File: src/rtl/n2_com_fifo_pkg.sv
// Shared constants and types for the 32x72 datapath FIFO controller.
//   FIFO_DEPTH : array entries
//   FIFO_AW    : array address width
//   FIFO_DW    : data width
//   ptr_t      : array address plus wrap bit
package n2_com_fifo_pkg;

  localparam int unsigned FIFO_DEPTH = 32;
  localparam int unsigned FIFO_AW    = 5;
  localparam int unsigned FIFO_DW    = 72;

  typedef logic [FIFO_AW:0] ptr_t;

endpackage

File: src/rtl/n2_com_fifo_obuf2.sv
// Two-entry output buffer that absorbs the array's one-cycle read latency.
//   clk      : clock
//   clr      : synchronous clear of occupancy and contents
//   cap      : capture din at the end of this cycle
//   din      : array read data
//   pop_rdy  : consumer takes the head word
//   vld      : head word valid
//   data     : head word
//   cnt      : occupancy (0..2)
//   pop_c    : pop fires this cycle (combinational)
module n2_com_fifo_obuf2
  import n2_com_fifo_pkg::*;
(
  input  logic               clk,
  input  logic               clr,
  input  logic               cap,
  input  logic [FIFO_DW-1:0] din,
  input  logic               pop_rdy,
  output logic               vld,
  output logic [FIFO_DW-1:0] data,
  output logic [1:0]         cnt,
  output logic               pop_c
);

  logic [FIFO_DW-1:0] obuf0;
  logic [FIFO_DW-1:0] obuf1;
  logic [1:0]         ocnt;
  logic [1:0]         cnt_after_pop;

  assign pop_c         = (ocnt != 2'd0) & pop_rdy;
  assign cnt_after_pop = ocnt - 2'(pop_c);

  assign vld  = (ocnt != 2'd0);
  assign data = obuf0;
  assign cnt  = ocnt;

  // Shift on pop first; a capture into slot 0 overrides the shifted value.
  always_ff @(posedge clk) begin
    if (clr) begin
      ocnt  <= 2'd0;
      obuf0 <= '0;
      obuf1 <= '0;
    end else begin
      if (pop_c) begin
        obuf0 <= obuf1;
      end
      if (cap) begin
        if (cnt_after_pop == 2'd0) begin
          obuf0 <= din;
        end else begin
          obuf1 <= din;
        end
      end
      ocnt <= cnt_after_pop + 2'(cap);
      assert (!(cap && cnt_after_pop == 2'd2))
        else $error("obuf2 capture with no free slot");
    end
  end

endmodule

File: src/rtl/n2_com_dp_32x72_fifo_ctl.sv
// Controller that turns the 32x72 register-file array into a 34-word
// valid/ready FIFO (32 array entries plus a 2-entry output buffer).
//   l2clk      : clock (also the array read/write clock)
//   rst        : synchronous active-high reset
//   flush      : synchronous clear of all contents
//   push_*     : producer side valid/ready/data
//   pop_*      : consumer side valid/ready/data
//   ary_wr_*   : array write strobe, address and data
//   ary_rd_*   : array read strobe and address; ary_dout arrives next cycle
//   ary_cnt    : array occupancy, ary_afull / ary_empty flags
module n2_com_dp_32x72_fifo_ctl
  import n2_com_fifo_pkg::*;
#(
  parameter int unsigned AFULL_THR = 28
) (
  input  logic               l2clk,
  input  logic               rst,
  input  logic               flush,
  input  logic               push_vld,
  output logic               push_rdy,
  input  logic [FIFO_DW-1:0] push_data,
  output logic               pop_vld,
  input  logic               pop_rdy,
  output logic [FIFO_DW-1:0] pop_data,
  output logic               ary_wr_en,
  output logic [FIFO_AW-1:0] ary_wr_adr,
  output logic [FIFO_DW-1:0] ary_din,
  output logic               ary_rd_en,
  output logic [FIFO_AW-1:0] ary_rd_adr,
  input  logic [FIFO_DW-1:0] ary_dout,
  output logic [FIFO_AW:0]   ary_cnt,
  output logic               ary_afull,
  output logic               ary_empty
);

  ptr_t       wptr;
  ptr_t       rptr;
  logic       rd_inflt;
  logic       clr;
  logic [1:0] ocnt;
  logic       pop;
  logic [2:0] occ_next;

  assign clr = rst | flush;

  // Occupancy is a pure function of the registered pointers.
  assign ary_cnt   = wptr - rptr;
  assign ary_afull = (ary_cnt >= (FIFO_AW + 1)'(AFULL_THR));
  assign ary_empty = (ary_cnt == '0);

  assign push_rdy   = (ary_cnt != (FIFO_AW + 1)'(FIFO_DEPTH)) & ~clr;
  assign ary_wr_en  = push_vld & push_rdy;
  assign ary_wr_adr = wptr[FIFO_AW-1:0];
  assign ary_din    = push_data;

  // Only issue a read if its data will have a buffer slot when it returns.
  assign occ_next   = 3'(ocnt) + 3'(rd_inflt) - 3'(pop);
  assign ary_rd_en  = (ary_cnt != '0) & (occ_next < 3'd2) & ~clr;
  assign ary_rd_adr = rptr[FIFO_AW-1:0];

  // Pointer and in-flight tracking.
  always_ff @(posedge l2clk) begin
    if (clr) begin
      wptr     <= '0;
      rptr     <= '0;
      rd_inflt <= 1'b0;
    end else begin
      if (ary_wr_en) begin
        wptr <= wptr + ptr_t'(1);
      end
      if (ary_rd_en) begin
        rptr <= rptr + ptr_t'(1);
      end
      rd_inflt <= ary_rd_en;
      assert (!(ary_wr_en && ary_cnt == (FIFO_AW + 1)'(FIFO_DEPTH)))
        else $error("push into full array");
      assert (!(ary_rd_en && ary_cnt == '0))
        else $error("read from empty array");
    end
  end

  // In-flight data is dropped on clear by gating the capture.
  n2_com_fifo_obuf2 u_obuf (
    .clk     (l2clk),
    .clr     (clr),
    .cap     (rd_inflt & ~clr),
    .din     (ary_dout),
    .pop_rdy (pop_rdy),
    .vld     (pop_vld),
    .data    (pop_data),
    .cnt     (ocnt),
    .pop_c   (pop)
  );

endmodule

File: config.mk
export PLATFORM = sky130hd
export DESIGN_NAME = n2_com_dp_32x72_fifo_ctl
export DESIGN_NICKNAME = d
export VERILOG_FILES = /design/src/rtl/n2_com_fifo_pkg.sv /design/src/rtl/n2_com_fifo_obuf2.sv /design/src/rtl/n2_com_dp_32x72_fifo_ctl.sv
export SDC_FILE = /design/constraint.sdc
export NUM_CORES = 1
export LEC_CHECK = 0
export CAP_MARGIN = 20
export CORE_MARGIN = 1.5
export CORE_UTILIZATION = 43
export DETAILED_ROUTE_END_ITERATION = 10
export PLACE_DENSITY_LB_ADDON = 0.1
export SLEW_MARGIN = 10
export SYNTH_ARGS = -nofsm -noshare
export SYNTH_HDL_FRONTEND = slang
export SYNTH_SLANG_ARGS = --single-unit
File: constraint.sdc
create_clock -name l2clk -period 3.3 [get_ports l2clk]
set_input_delay 0.66 -clock l2clk [delete_from_list [all_inputs] [get_ports l2clk]]
set_output_delay 0.66 -clock l2clk [all_outputs]
set_load 0.05 [all_outputs]
; ---- Word level (Yosys, flattened, before mapping)
; Index checks and enable logic that the tools add are counted.
[word_totals]
romBits = 0
output_inout_bits = 166
latchBits = 0
n_memories = 0
ram_bits = 0
regBits = 159
wordCells = 33
[classes]
muxes = 3
n_addsub = 7
div_mod_pow = 0
n_shift = 0
bitwise_logic = 9
eq_ne = 1
order_cmp = 2
multipliers = 0
n_reduce_logical = 5
[op_table]
columns = operator, n
row1 = $mux 72, 3
row2 = $add 6x1->6 const B, 2
row3 = $and 1x1->1, 6
row4 = $ge 6x5->1 const B, 1
row5 = $logic_not 6->1, 1
row6 = $ne 6x6->1 const B, 1
row7 = $reduce_bool 6->1, 1
row8 = $sub 6x6->6, 1
row9 = $add 2x1->3, 1
row10 = $lt 3x2->1 const B, 1
row11 = $sub 3x1->3, 1
row12 = $add 2x1->2, 1
row13 = $logic_not 2->1, 1
row14 = $not 1->1, 2
row15 = $reduce_and 2->1, 1
row16 = $reduce_bool 2->1, 1
row17 = $sub 2x1->2, 1
row18 = $or 1x1->1, 1

; ---- Logic depth before layout (Yosys ltp)
; Gate-level depths: netlist of the first run.
[logic_depth]
ltp_word = 6
depth_mapped = 10
mapped_depth_nobuf = 9

; ---- Hierarchy
; From an unflattened synthesis of the first run, not the netlist that was laid out.
[hier_totals]
hier_cells = 938
hier_area_um2 = 8570.7
[by_module_without_submodules]
columns = module, area_each_um2, seq_area_each_um2, cells_per_inst, n_inst
row1 = n2_com_fifo_obuf2, 6957.9, 2922.8, 735, 1
row2 = n2_com_dp_32x72_fifo_ctl, 1612.8, 260.2, 203, 1

; ---- Least setup slack after synthesis of the first run
; No wires, ideal clock.
[synth_path]
path_kind = reg2out
from = reg wptr[0]
to = out ary_rd_en
slack_ns = -1.193
t_required_ns = 2.640
t_arrival_ns = 3.833
path_stages_with_launch = 10
cell_sequence = dfxtp_1 > inv_1 > ha_1 > fa_1 > xnor2_1 > nor2_1 > mux2i_2 > nor4bb_4 > buf_4 > nor3_1
[synth_via]
elab_chain_cells = 4
[synth_rtl]
columns = element, line_no
row1 = start: declaration, n2_com_dp_32x72_fifo_ctl.sv:36  ; ptr_t wptr;
row2 = start signal: assignment, n2_com_dp_32x72_fifo_ctl.sv:69  ; wptr <= wptr + ptr_t'(1);
row3 = $sub 6x6->6, n2_com_dp_32x72_fifo_ctl.sv:47  ; assign ary_cnt = wptr - rptr;
row4 = named net ary_cnt[2], n2_com_dp_32x72_fifo_ctl.sv:31  ; output logic [FIFO_AW:0] ary_cnt,
row5 = $reduce_bool 6->1, n2_com_dp_32x72_fifo_ctl.sv:58  ; assign ary_rd_en = (ary_cnt != '0) & (occ_next < 3'd2) & ~clr;
row6 = $and 1x1->1 (2 in a row), n2_com_dp_32x72_fifo_ctl.sv:58
row7 = end: declaration, n2_com_dp_32x72_fifo_ctl.sv:28  ; output logic ary_rd_en,
; The timed path passes the listed nets, and every way through them passes these cells.

; ---- Worst setup path in the final report of the first run
[layout_path]
from = reg wptr[0]
to = out ary_rd_en
[layout_via]
elab_chain_cells = 4
[layout_rtl]
columns = element, line_no
row1 = $sub 6x6->6, n2_com_dp_32x72_fifo_ctl.sv:47
row2 = $reduce_bool 6->1, n2_com_dp_32x72_fifo_ctl.sv:58
row3 = $and 1x1->1 (2 in a row), n2_com_dp_32x72_fifo_ctl.sv:58
; No other way between the ends.

==> summary.txt, run 1 <==
Run status
  – Outcome: complete, but fails checks
  – Violated checks: negative setup slack

Synth
  – XOR/XNOR share of the synthesized area: 0.8286%
  – Netlist cell types: 42
  – Commonest cells post-synth: 212 x nand2_1, 159 x dfxtp_1, 83 x buf_4
  – Top_reg_cell synth: dfxtp_1
  – Number of flops mapped to enable cells by yosys: 0
  – Flops & latches, synth: approximately 160
  – Yosys top cell area share: 43.92%
  – Synthesized Nets: 1010
  – Mux contribution to synthesized area: 10.13%
  – Ys async rst share: 0%
  – Post-Syn Instances: 850
  – Yosys warnings: 0
  – Mean post-synth cell area: 8.527 µm²
  – Largest family of logic cells by synthesized area: compound AO/OA/AOI/OAI gates
  – Cell Area, Synth: 7248 µm²
  – Post-Synth Simple-Gate Area: 15.17%
  – Post-Synth Adder-Cell Area: ~2.1%
  – Part of the Yosys area used for sequential elements: 43.92%
  – Post-synthesis compound-gate area fraction: 15.42%
  – Cell taking the most area after synthesis: dfxtp_1
  – Largest cells by area after synthesis: dfxtp_1 44%, nand2_1 11%, mux2i_1 9.9%, buf_4 8.6%, o31ai_1 5.9%
  – Top-count cell post-synth: nand2_1

Routing
  – Average routed wire per standard cell: 15.92 µm
  – Highest routed layer: met4
  – Via/cell ratio: 5.240
  – Antenna Nets Post-Route: 0
  – Initial detailed-routing violation count: 280
  – # DRC: 0
  – Drt total wl: 18360 µm
  – Via count: 6042
  – Met1 wire length: 7876 µm
  – DR WL met3: around 1600 µm
  – Met2 WL: around 8500 µm
  – Drt pass-1 iters: 5

Global routing
  – GR Util All Layers: a little over a fifth
  – Vias in the first global route: 6004
  – First-pass GRT wire length: 29810 µm
  – Initial antenna violation count: 0
  – Pin count of the biggest net entering global routing: 83
  – Total grt overflow: 0

Final layout
  – Layout net count: approximately 1100
  – Ant diodes: 0
  – P&R area growth vs syn: 29.02%
  – Fin area: 9351 µm²
  – Core Util, Final: 56.59%
  – Share of layout cells above drive strength 1: under 10%

STA
  – Hold violation count in the final report: 0
  – Clk_skew: about 8.4 ps
  – Fmax: 298.3 MHz
  – RSZ-0062 raised after global routing: true
  – Setup tns final: -53.66 ps
  – Final setup vio count: 2
  – Period utilization: 101.6%
  – Setup WS post-layout: -52.49 ps
  – Max_slew headroom: between 50% and 60%
  – Post-route minimum period: approximately 3400 ps
  – Pins Over Slew Limit: 0
  – Least-Margin Pin Slew: about 610 ps

Setup path
  – Crit-path slowest cell: fa_2
  – Critical path data required time: 2640 ps
  – Crit path DAT: between 2000 and 3000 ps
  – Element type at the critical path end: output port
  – Cells along the critical path: inv_4, ha_4, fa_2, inv_2, nor4_4, mux2i_2, nor4bb_4, buf_4, nor3_4, buf_12
  – Setup CP Type: reg -> out
  – Crit-path max FO: 3
  – Max incr delay on CP: 550 ps
  – Startpoint Class: flip-flop

Power
  – PD cells: 538.9 nW/µm²
  – Total power: around 0.0050 W
  – Leakage: 3.768 nW
  – Peak supply drop: 349.1 µV

Floorplan
  – Initial Utilization: 43.86%
  – I/O Pins: 315
  – Row count: 47
  – Die area: 17640 µm²
  – Core ar.: approximately 17000 µm²
  – Die Y: 132.8 µm
  – Die X: around 130 µm

Placed design
  – RD Place Congestion: around 0.77
  – Post-DP Area: about 8700 µm²
  – Pre-CTS WS: -31.50 ps
  – Dpl hpwl: 11850 µm
  – IO Port Bufs: between 150 and 200

Clocking
  – CTS tree: built
  – Total CTS buffers: 17
  – Worst-path clk slew: 60 ps
  – Clock Sink Count: around 160
  – Longest Clk Path Bufs: 2
  – H-tree depth: 4
  – Worst-Skew Late Latency: 420 ps
  – Root Buffer: clkbuf_16

Job
  – Max-cap viol count: 0

Worst hold path
  – HP Class: reg -> reg
## area by class of cell
type,instances,area [µm²]
repair buffers,192,1947
multi-input cells,537,3288
flip-flops and latches,159,3189
clock inverters,11,140.1
inverters,14,55.05
well taps,220,275.3
fillers,1422,7173
clock buffers,20,456.7
## critical path: cells and delay by family, from the launching register on
family	cells	cell delay, ps
fa+ha+maj	2	700
simple gates	3	650
flops	1	360
mux	1	150
buf+inv	4	440
## registers in the layout, indices dropped and copies added, names as in the netlist
| register | flops |
|---|---|
| u_obuf.data | 72 |
| u_obuf.obuf1 | 72 |
| rptr | 6 |
| wptr | 6 |
| u_obuf.cnt | 2 |
| rd_inflt | 1 |
## per-stage QoR
stage,cells,hold slack [ps]
after floorplan,850,435.3
after global routing,1153,482.1
after detailed placement,1117,451.4
after global placement,1117,442.5
after CTS,1151,458.3
final,1153,454.9
## power by group
group	switching [W]	internal, W	total (W)
Sequential	0.0000349	0.00197	0.00200
Clock	0.000762	0.00122	0.00198
Combinational	0.000628	0.000428	0.00106
## cells in the final DEF (no fill, tap or decap), types with 2 or more instances in the layout
cell / netlist / routed
a21oi_1: 11 / 11
dfxtp_2: 0 / 2
and2_1: 2 / 2
clkbuf_16: 0 / 17
nor2_4: 0 / 2
nand2_1: 212 / 211
clkdlybuf4s50_1: 0 / 161
o21ai_1: 4 / 3
clkinv_2: 0 / 4
buf_4: 83 / 21
nand3b_1: 2 / 2
ha_1: 9 / 7
nor2_1: 27 / 24
mux2i_1: 72 / 72
nand3_1: 2 / 2
bufinv_16: 0 / 3
nand2b_1: 2 / 2
inv_1: 14 / 12
clkbuf_8: 0 / 2
buf_12: 0 / 8
or3_1: 8 / 8
a211oi_1: 17 / 17
dfxtp_1: 159 / 156
o31ai_1: 57 / 57
nand4_1: 3 / 3
o21a_1: 2 / 2
o21ai_0: 78 / 78
nor3_4: 0 / 2
xor2_1: 2 / 2
clkinvlp_4: 0 / 4
## final timing paths
path / startpoint / to / slack (ps) / cells past startpoint
max: wptr[0]$_SDFFE_PP0P_ / ary_rd_en / -50 / 10
min: u_obuf.obuf1[51]$_SDFFE_PP0P_ / u_obuf.obuf1[51]$_SDFFE_PP0P_ / 450 / 2
max reg2reg: rptr[2]$_SDFFE_PP0P_ / rptr[4]$_SDFFE_PP0P_ / 600 / 10
min reg2reg: u_obuf.obuf1[51]$_SDFFE_PP0P_ / u_obuf.obuf1[51]$_SDFFE_PP0P_ / 450 / 2
## logic make-up (layout without fill, tap and decap cells)
group,after synthesis,after routing
muxes,73,73
buffers and inverters,154,237
adders and majority gates,11,11
xor gates and xnor gates,6,6
AOI/OAI and AO/OA,178,178
DFF,159,159
and+or+nand+nor,269,269
## metal layers
metal,vias to the layer above,global-route usage [%]
li1,2938,-
met1,2831,25.51
met2,226,32.99
met3,47,8.123
met4,0,9.280
met5,-,0
## timing repair
item                                    in CTS  in global routing
resized for setup                           11                  8
hold buffers                                 0                  0
pin swaps                                    4                  4
endpoints found under the setup margin       6                  5
setup buffers                                3                  2
No activity file was read; power rests on OpenSTA's default activity.
==> run 2, diff against run 1 <==
--- a/config.mk
+++ b/config.mk
@@ -9,7 +9,7 @@
 export CORE_MARGIN = 1.5
 export CORE_UTILIZATION = 43
 export DETAILED_ROUTE_END_ITERATION = 10
-export PLACE_DENSITY_LB_ADDON = 0.1
+export PLACE_DENSITY = 0.82
 export SLEW_MARGIN = 10
 export SYNTH_ARGS = -nofsm -noshare
 export SYNTH_HDL_FRONTEND = slang
==> summary.txt, run 2 (same netlist as run 1, synthesis figures left out) <==
Setup path
  – Setup CP Type: reg -> out
  – Critical path data required time: 2640 ps
  – Max incr delay on CP: 430 ps
  – Element type at the critical path end: output port
  – Startpoint Class: flip-flop
  – Crit-path max FO: 4
  – Crit-path slowest cell: fa_2
  – Cells along the critical path: inv_2, ha_4, fa_2, xnor2_4, nor4_4, mux2i_2, nor4bb_4, buf_4, nor3_4, buf_12
  – Crit path DAT: 2600 ps

Routing
  – Initial detailed-routing violation count: ~330
  – Antenna Nets Post-Route: 0
  – Drt pass-1 iters: 5
  – Average routed wire per standard cell: around 15 µm
  – Via count: 5979
  – # DRC: 0
  – Via/cell ratio: 5.195
  – Drt total wl: 17400 µm

Floorplan
  – Core ar.: 16520 µm²
  – Die X: 132.8 µm
  – Die Y: 132.8 µm
  – Die area: 17640 µm²
  – Row count: 47
  – Initial Utilization: 43.86%
  – I/O Pins: ~320

Global routing
  – Pin count of the biggest net entering global routing: 95
  – GR Util All Layers: approximately 20%
  – Vias in the first global route: 5693
  – Total grt overflow: 0
  – First-pass GRT wire length: around 28000 µm
  – Initial antenna violation count: 0

Power
  – PD cells: around 540 nW/µm²
  – Peak supply drop: 389.7 µV
  – Leakage: between 3 and 4 nW
  – Total power: 0.005006 W

Placed design
  – IO Port Bufs: 170
  – RD Place Congestion: slightly above 0.8
  – Dpl hpwl: around 11000 µm
  – Post-DP Area: 8671 µm²

Job
  – Max-cap viol count: 0

Final layout
  – P&R area growth vs syn: 28.53%
  – Core Util, Final: between 50% and 60%
  – Commonest non-fill, non-tap cell in the layout: nand2_1
  – Share of layout cells above drive strength 1: 8.593%
  – Layout net count: 1078
  – Ant diodes: 0
  – Fin area: 9316 µm²
  – Most frequent cells in the layout: 211 x nand2_1, 161 x clkdlybuf4s50_1, 157 x dfxtp_1

STA
  – Final setup vio count: 0
  – RSZ-0062 raised after global routing: true
  – Max_slew headroom: 48.75%
  – Hold violation count in the final report: 0
  – Period utilization: 98.71%
  – Fmax: 307.0 MHz
  – Clk_skew: 10.27 ps
  – Least-Margin Pin Slew: 768.7 ps
  – WHS: 458.7 ps
  – Post-route minimum period: 3257 ps
  – Pins Over Slew Limit: 0

Run status
  – Outcome: complete, no violations

Clocking
  – Worst-Skew Late Latency: 420 ps
  – Clock Sink Count: roughly 160
  – # hold bufs at CTS: 0
  – Worst-path clk slew: 70 ps
  – H-tree depth: 4
  – CTS tree: built
  – Root Buffer: clkbuf_16
  – Total CTS buffers: 17
  – Longest Clk Path Bufs: 2

Worst hold path
  – HP Class: reg -> reg
[run 2: changes by cell type in the layout (fill, tap and decap cells not counted), moves of 2 or more]
cell           before  now
clkinvlp_4          4    1
clkinv_4            0    2
buf_4              21   17
inv_6               0    5
clkinv_2            4    2
dlygate4sd2_1       0    3
[run 2: worst paths after layout]
| kind | from | endpoint | slack [ps] | cells past startpoint |
|---|---|---|---|---|
| max reg2reg | wptr[0]$_SDFFE_PP0P_ | rptr[4]$_SDFFE_PP0P_ | 560 | 11 |
| min | u_obuf.obuf1[21]$_SDFFE_PP0P_ | u_obuf.obuf1[21]$_SDFFE_PP0P_ | 460 | 2 |
| min reg2reg | u_obuf.obuf1[21]$_SDFFE_PP0P_ | u_obuf.obuf1[21]$_SDFFE_PP0P_ | 460 | 2 |
| max | wptr[0]$_SDFFE_PP0P_ | ary_rd_en | 40 | 10 |
[run 2: critical path, delay by kind of cell, from the launching register on]
kind | cells | cell delay (ps)
fa+ha+maj | 2 | 580
mux | 1 | 140
simple gates | 3 | 550
buf+inv | 3 | 380
flops | 1 | 340
xor+xnor | 1 | 180
[run 2: metal layers]
metal | vias to the layer above | wire (µm) | part of all wire [%] | GRT usage (%)
met4 | 0 | 368 | 2.1 | 8.120
met2 | 181 | 8564 | 49 | 33.33
met5 | - | 0 | 0 | 0
met1 | 2807 | 7168 | 41 | 22.50
met3 | 45 | 1297 | 7.5 | 7.203
li1 | 2946 | - | - | -
[run 2: final cells by class]
class	count	area, µm²
well taps	220	275.3
flip-flops and latches	159	3188
fillers	1439	7208
multi-input cells	537	3282
clock buffers	19	442.9
inverters	14	52.55
clock inverters	13	150.1
repair buffers	189	1926
[run 2: where the power goes]
part	switching, W	internal, W	total (W)
sequential	0.0000332	0.00197	0.00200
clock	0.000821	0.00115	0.00197
combinational	0.000620	0.000414	0.00103
[run 2: metrics by stage]
step	worst slack [ps]	setup TNS [ps]	std cells
6_report	42.56	0	1151
5_1_grt	-82.49	-193.8	1151
4_1_cts	-74.08	-74.08	1150
3_5_place_dp	-100.3	-100.3	1117
3_3_place_gp	-43.17	-43.17	1117
2_1_floorplan	-38.84	-38.84	850
[run 2: timing repair]
item,4_1_cts,5_1_grt
setup endpoints to repair,7,5
gates resized for setup,7,6
setup buffers,1,1
cloned,0,0
pin swaps,2,5
